`src/rtl/force_release_sched.sv`:
```
// -----------------------------------------------------------------------------
// force_release_sched
//
// Sequences force/release operations onto a WIDTH-bit packed port on behalf
// of NREQ requesters. A round-robin arbiter picks one requester in IDLE; the
// winner's masked bits are forced to its value for hold+1 cycles (or until
// abort). A single RELEASE cycle then pulses release_p on the masked bits and
// pulses done to the owner. At least one IDLE cycle separates owners.
//
// Optional feature (macro FORCE_RELEASE_SCHED_ERR_EN):
//   Adds a sticky err flag with an err_clr input. err is set when a zero-mask
//   request is accepted or when abort is seen in IDLE. A set in the same
//   cycle as err_clr wins over the clear.
//
// Ports:
//   clk, rst_n   clock, asynchronous active-low reset
//   req_valid    per-requester request valid                  [NREQ]
//   req_ready    per-requester accept, one-hot or zero, IDLE only [NREQ]
//   req_mask     bits to force, requester i at [i*WIDTH +: WIDTH]
//   req_value    force values, same packing as req_mask
//   req_hold     hold count, requester i at [i*HOLD_W +: HOLD_W]
//   abort        end the current FORCE early
//   force_en     per-bit force enable                         [WIDTH]
//   force_val    per-bit force value (value & mask)           [WIDTH]
//   release_p    per-bit one-cycle release pulse              [WIDTH]
//   grant        one-hot current owner, zero in IDLE          [NREQ]
//   busy         high in FORCE or RELEASE
//   done         one-cycle completion pulse to the owner      [NREQ]
//   err_clr, err (only with FORCE_RELEASE_SCHED_ERR_EN)
// -----------------------------------------------------------------------------
module force_release_sched #(
    parameter int WIDTH  = 8,
    parameter int NREQ   = 4,
    parameter int HOLD_W = 8
) (
    input  logic                     clk,
    input  logic                     rst_n,
    input  logic [NREQ-1:0]          req_valid,
    output logic [NREQ-1:0]          req_ready,
    input  logic [NREQ*WIDTH-1:0]    req_mask,
    input  logic [NREQ*WIDTH-1:0]    req_value,
    input  logic [NREQ*HOLD_W-1:0]   req_hold,
    input  logic                     abort,
    output logic [WIDTH-1:0]         force_en,
    output logic [WIDTH-1:0]         force_val,
    output logic [WIDTH-1:0]         release_p,
    output logic [NREQ-1:0]          grant,
    output logic                     busy,
    output logic [NREQ-1:0]          done
`ifdef FORCE_RELEASE_SCHED_ERR_EN
    ,
    input  logic                     err_clr,
    output logic                     err
`endif
);

    localparam int PTR_W = (NREQ > 1) ? $clog2(NREQ) : 1;

    typedef enum logic [1:0] {
        ST_IDLE    = 2'd0,
        ST_FORCE   = 2'd1,
        ST_RELEASE = 2'd2
    } state_t;

    state_t              state_q,     state_d;
    logic [PTR_W-1:0]    rr_q,        rr_d;
    logic [HOLD_W-1:0]   cnt_q,       cnt_d;
    logic [WIDTH-1:0]    mask_q,      mask_d;
    logic [WIDTH-1:0]    value_q,     value_d;
    logic [NREQ-1:0]     grant_q,     grant_d;
    logic [WIDTH-1:0]    force_en_q,  force_en_d;
    logic [WIDTH-1:0]    force_val_q, force_val_d;
    logic [WIDTH-1:0]    release_q,   release_d;
    logic [NREQ-1:0]     done_q,      done_d;
    logic                busy_q,      busy_d;

    // Arbitration results
    logic [2*NREQ-1:0]   rot;
    logic                win_found;
    logic [PTR_W-1:0]    win_idx;
    logic [PTR_W-1:0]    win_nxt;
    int                  pos;
    logic [WIDTH-1:0]    cap_mask;
    logic [WIDTH-1:0]    cap_value;
    logic [HOLD_W-1:0]   cap_hold;
    logic                accept;

    function automatic logic [NREQ-1:0] onehot(input logic [PTR_W-1:0] idx);
        logic [NREQ-1:0] v;
        v      = '0;
        v[idx] = 1'b1;
        return v;
    endfunction

    // Round-robin: rotate the valid vector so rr_q sits at bit 0, take the
    // lowest set bit, then map the offset back to a requester index.
    always_comb begin
        rot       = {req_valid, req_valid} >> rr_q;
        win_found = 1'b0;
        win_idx   = '0;
        win_nxt   = '0;
        pos       = 0;
        for (int k = 0; k < NREQ; k++) begin
            if (!win_found && rot[k]) begin
                win_found = 1'b1;
                pos       = int'(rr_q) + k;
                if (pos >= NREQ) pos = pos - NREQ;
                win_idx   = PTR_W'(pos);
                win_nxt   = PTR_W'((pos + 1) % NREQ);
            end
        end
    end

    // Mux out the winner's request fields.
    always_comb begin
        cap_mask  = '0;
        cap_value = '0;
        cap_hold  = '0;
        for (int i = 0; i < NREQ; i++) begin
            if (win_idx == PTR_W'(i)) begin
                cap_mask  = req_mask[i*WIDTH +: WIDTH];
                cap_value = req_value[i*WIDTH +: WIDTH];
                cap_hold  = req_hold[i*HOLD_W +: HOLD_W];
            end
        end
    end

    // Ready is combinational from the arbiter; gated by reset so every output
    // reads zero while rst_n is low.
    always_comb begin
        req_ready = '0;
        if (rst_n && (state_q == ST_IDLE) && win_found) begin
            req_ready = onehot(win_idx);
        end
    end

    assign accept = |(req_valid & req_ready);

    always_comb begin
        state_d     = state_q;
        rr_d        = rr_q;
        cnt_d       = cnt_q;
        mask_d      = mask_q;
        value_d     = value_q;
        grant_d     = grant_q;
        force_en_d  = '0;
        force_val_d = '0;
        release_d   = '0;
        done_d      = '0;
        busy_d      = busy_q;

        unique case (state_q)
            ST_IDLE: begin
                grant_d = '0;
                busy_d  = 1'b0;
                if (accept) begin
                    state_d     = ST_FORCE;
                    rr_d        = win_nxt;
                    cnt_d       = cap_hold;
                    mask_d      = cap_mask;
                    value_d     = cap_value & cap_mask;
                    grant_d     = onehot(win_idx);
                    force_en_d  = cap_mask;
                    force_val_d = cap_value & cap_mask;
                    busy_d      = 1'b1;
                end
            end
            ST_FORCE: begin
                busy_d = 1'b1;
                // abort overrides whatever count remains
                if (abort || (cnt_q == '0)) begin
                    state_d   = ST_RELEASE;
                    cnt_d     = '0;
                    release_d = mask_q;
                    done_d    = grant_q;
                end else begin
                    cnt_d       = cnt_q - 1'b1;
                    force_en_d  = mask_q;
                    force_val_d = value_q;
                end
            end
            ST_RELEASE: begin
                state_d = ST_IDLE;
                grant_d = '0;
                busy_d  = 1'b0;
            end
            default: begin
                state_d = ST_IDLE;
                grant_d = '0;
                busy_d  = 1'b0;
            end
        endcase
    end

    always_ff @(posedge clk or negedge rst_n) begin
        if (!rst_n) begin
            state_q     <= ST_IDLE;
            rr_q        <= '0;
            cnt_q       <= '0;
            mask_q      <= '0;
            value_q     <= '0;
            grant_q     <= '0;
            force_en_q  <= '0;
            force_val_q <= '0;
            release_q   <= '0;
            done_q      <= '0;
            busy_q      <= 1'b0;
        end else begin
            state_q     <= state_d;
            rr_q        <= rr_d;
            cnt_q       <= cnt_d;
            mask_q      <= mask_d;
            value_q     <= value_d;
            grant_q     <= grant_d;
            force_en_q  <= force_en_d;
            force_val_q <= force_val_d;
            release_q   <= release_d;
            done_q      <= done_d;
            busy_q      <= busy_d;
        end
    end

    assign force_en  = force_en_q;
    assign force_val = force_val_q;
    assign release_p = release_q;
    assign grant     = grant_q;
    assign busy      = busy_q;
    assign done      = done_q;

`ifdef FORCE_RELEASE_SCHED_ERR_EN
    logic err_q, err_d;
    logic err_set;

    assign err_set = (state_q == ST_IDLE) &&
                     ((accept && (cap_mask == '0)) || abort);

    always_comb begin
        err_d = err_q;
        if (err_set)      err_d = 1'b1;
        else if (err_clr) err_d = 1'b0;
    end

    always_ff @(posedge clk or negedge rst_n) begin
        if (!rst_n) err_q <= 1'b0;
        else        err_q <= err_d;
    end

    assign err = err_q;
`endif

endmodule

```
`config.mk`:
```
export PLATFORM = sky130hd
export DESIGN_NAME = force_release_sched
export DESIGN_NICKNAME = d
export VERILOG_FILES = /design/src/rtl/force_release_sched.sv
export SDC_FILE = /design/constraint.sdc
export NUM_CORES = 1
export LEC_CHECK = 0
export CAP_MARGIN = 10
export CORE_ASPECT_RATIO = 1.1
export CORE_UTILIZATION = 35
export DETAILED_ROUTE_END_ITERATION = 12
export PLACE_DENSITY_LB_ADDON = 0.08
export SETUP_SLACK_MARGIN = 0.05
export SLEW_MARGIN = 10
export SYNTH_ARGS = -nofsm -noshare
export SYNTH_HDL_FRONTEND = slang
export SYNTH_SLANG_ARGS = --single-unit
```
`constraint.sdc`:
```
create_clock -name clk -period 3.9 [get_ports clk]
set_clock_uncertainty 0.1 [all_clocks]
set_input_delay 0.39 -clock clk [delete_from_list [all_inputs] [get_ports clk]]
set_output_delay 0.39 -clock clk [all_outputs]
set_load 0.01 [all_outputs]
```
==> impl_metrics.json <==
{
  "criticalPathCategory": "input port to output pin",
  "dr_wl_met2_um": 4680,
  "antenna_found_initial": 0,
  "cp_max_fo": 11,
  "wl_met3_um": 517,
  "post_cts_resized": 0,
  "cp.required_ns": 3.41,
  "synth_area_sq_um": 3300,
  "h-tree-depth": 3,
  "crit_path_cell_trace": "clkdlybuf4s50_1 > nand2b_1 > a21oi_2 > nor3_4 > nand2_1 > nor2_1 > clkdlybuf4s50_1",
  "drive_above_1_share_pct": 10.6,
  "syn_inst": 331,
  "power_density_nw_per_um2": 592,
  "synth_top_family_by_area": "simple AND/OR/NAND/NOR gates",
  "cp-start-kind": "input port",
  "drt-total-wl_um": 9180,
  "status": "finished clean",
  "yosysUniqueCellTypes": 48,
  "die_y_um": 104,
  "irDropWorstVdd_v": 0.000294,
  "yosysTopAreaCell": "dfrtp_1",
  "synth_top_area_share_pct": 46.2,
  "final_common_cell": "clkdlybuf4s50_1",
  "setup_viol": 0,
  "timing.final.crit_share_pct": 80.3,
  "synth_edf_count": 0,
  "vias_per_cell": 5.14,
  "drv_cap": 0,
  "drv_slew": 0,
  "post_synth_and_or_nand_nor_area_fraction_pct": 20.1,
  "synthTopCellsByArea": "dfrtp_1 46%, nand2_1 9.3%, mux4_2 7.5%",
  "layout_common_cells": "138 x clkdlybuf4s50_1, 82 x nand2_1, 61 x dfrtp_1, 25 x nor2_1, 20 x mux2i_1",
  "place_hpwl_um": 6790,
  "io_pins": 140,
  "ys.flop_type": "dfrtp_1",
  "grt_max_degree": 63,
  "yosys_warnings": 0,
  "ys_ff_latch": 61,
  "vias": 3015,
  "path_clk_slew_ns": 0.07,
  "hp-class": "input port to async pin",
  "post_cts_buffers": 0,
  "hold_buffers": 0,
  "async_flop_share_pct": 100,
  "slowest_stage": "clkdlybuf4s50_1",
  "dr.first_iter.drc_count": 114,
  "syn_to_final_growth_pct": 50.3,
  "syn_area_per_cell_sq_um": 9.98,
  "fmaxAchievable_mhz": 319,
  "cts-root-buf": "clkbuf_8",
  "fin_crit_ns": 3.13,
  "yosysSeqAreaShare_pct": 46.2,
  "cts_tree": "built",
  "cp_num_buf_inv": 2,
  "cts.sinks": 61,
  "critical-path-max-stage-delay_ns": 0.57,
  "core_sq_um": 9010,
  "track_usage_pct": 19.8,
  "routed.top_layer": "met4",
  "portBuffers": 139,
  "clk-insertion-delay-late_ns": 0.34,
  "nets": 573,
  "drtAntennaViolNets": 0,
  "grt-ovfl-total": 0,
  "synth_compound_area_share_pct": 10.4,
  "rsz0062_at_grt": "false",
  "worstPathArrival_ns": 2.64,
  "clock_path_buffers": 2,
  "synth_xor_area_share_pct": 0,
  "worst_pin_slew_ns": 0.787,
  "path_common_cell": "clkdlybuf4s50_1",
  "drc": 0,
  "hold_viol": 0,
  "grt_pass1_wl_um": 14900,
  "crit_family": "buffers and inverters",
  "fin_tns_setup_ns": 0,
  "met1_length_um": 3860,
  "std_cell_rows": 36,
  "grt_pass1_vias": 2948,
  "synthAdderAreaFrac_pct": 0.758,
  "dieArea_sq_um": 9830,
  "syn_nets": 436,
  "cts_buffers": 9,
  "start_util_pct": 36.7,
  "place_congestion": 0.809,
  "slew_headroom_pct": 47.6,
  "timing.hold.ws_ns": 0.173,
  "synth.mux.area_fraction_pct": 17.4,
  "p_leak_nw": 2.19,
  "end_kind": "output pin",
  "die_x_um": 94.6,
  "post_drt_wl_per_cell_um": 15.6,
  "diodes": 0,
  "drtPass1Iterations": 4
}
[where the power goes]
group	switching, mW	internal, mW
sequential	0.150	0.850
clock	0.268	0.316
combinational	0.664	0.688
[cell usage after synthesis, drive strengths merged (2+ instances only)]
cell type  count
or4            2
nor3           9
inv            6
nor2          25
mux2i         20
nand3          7
nor2b          2
mux4          12
o21ai         20
mux2           9
ha             2
nand2b         5
buf           15
o21a           2
and2          10
nand2         82
a221o          4
a21oi         11
clkbuf         4
o22ai          3
dfrtp         61
o221ai         3
[layout make-up]
type                    count  area [sq um]
clock buffers              10           138
multi-input cells         245          1620
flip-flops and latches     61          1530
inverters                   6          22.5
well taps                 114           143
clock inverters             6          70.1
fillers                   867          4050
repair buffers            145          1440
[routing by layer]
metal  vias to the layer above  global-route usage [%]
met4                         0                    5.84
met5                         -                       0
met2                        93                    33.1
li1                       1433                       -
met1                      1480                    25.1
met3                         9                    4.53
[through the flow]
| stage | power (mW) | instances | setup slack (ns) | cell area [sq um] | utilization [%] |
|---|---|---|---|---|---|
| 3_5_place_dp | 2.38 | 571 | 0.750 | 4750 | 52.8 |
| 4_1_cts | 2.97 | 587 | 0.747 | 4960 | 55.1 |
| 5_1_grt | 3.16 | 587 | 0.604 | 4960 | 55.1 |
| 3_3_place_gp | 2.35 | 571 | 0.785 | 4750 | 52.8 |
| 2_1_floorplan | 1.88 | 331 | 1.75 | 3300 | - |
| 6_report | 2.94 | 587 | 0.768 | 4960 | 55.1 |
[path summary, 6_finish.rpt]
check                      depth (start not counted)           end         start  slack (ns)
max                                                7  req_ready[1]  req_valid[0]        0.77
min                                                2  release_p[3]         rst_n        0.17
max reg2reg                                        7  force_val[7]       rr_q[1]        1.20
min reg2reg                                        2  force_val[6]    value_q[6]        0.38
max in group asynchronous                          2    value_q[4]         rst_n        3.00
min in group clk                                   2  force_val[6]    value_q[6]        0.38
[cells by family (layout without fill, tap and decap cells)]
logic type,Yosys count,count (layout)
compound gates,53,53
fa+ha+maj,2,2
buf+inv,25,167
flops,61,61
mux,41,41
simple gates,149,149
[flip-flops by register name, indices dropped and copies added (netlist names)]
register and cells:
mask_q 8, rr_q 2, grant 4, value_q 8, done 4, force_val 8, cnt_q 8, state_q 2
release_p 8, busy 1, force_en 8
[worst reg2reg max path, stage by stage (launching register included)]
cell and delay (ns):
dfrtp_1 0.55, nand2b_1 0.22, a21oi_2 0.09, nor3_4 0.53
buf_12 0.30, mux4_1 0.61, nand3_1 0.13, nand2_1 0.06
(Power assumes the default switching activity.)
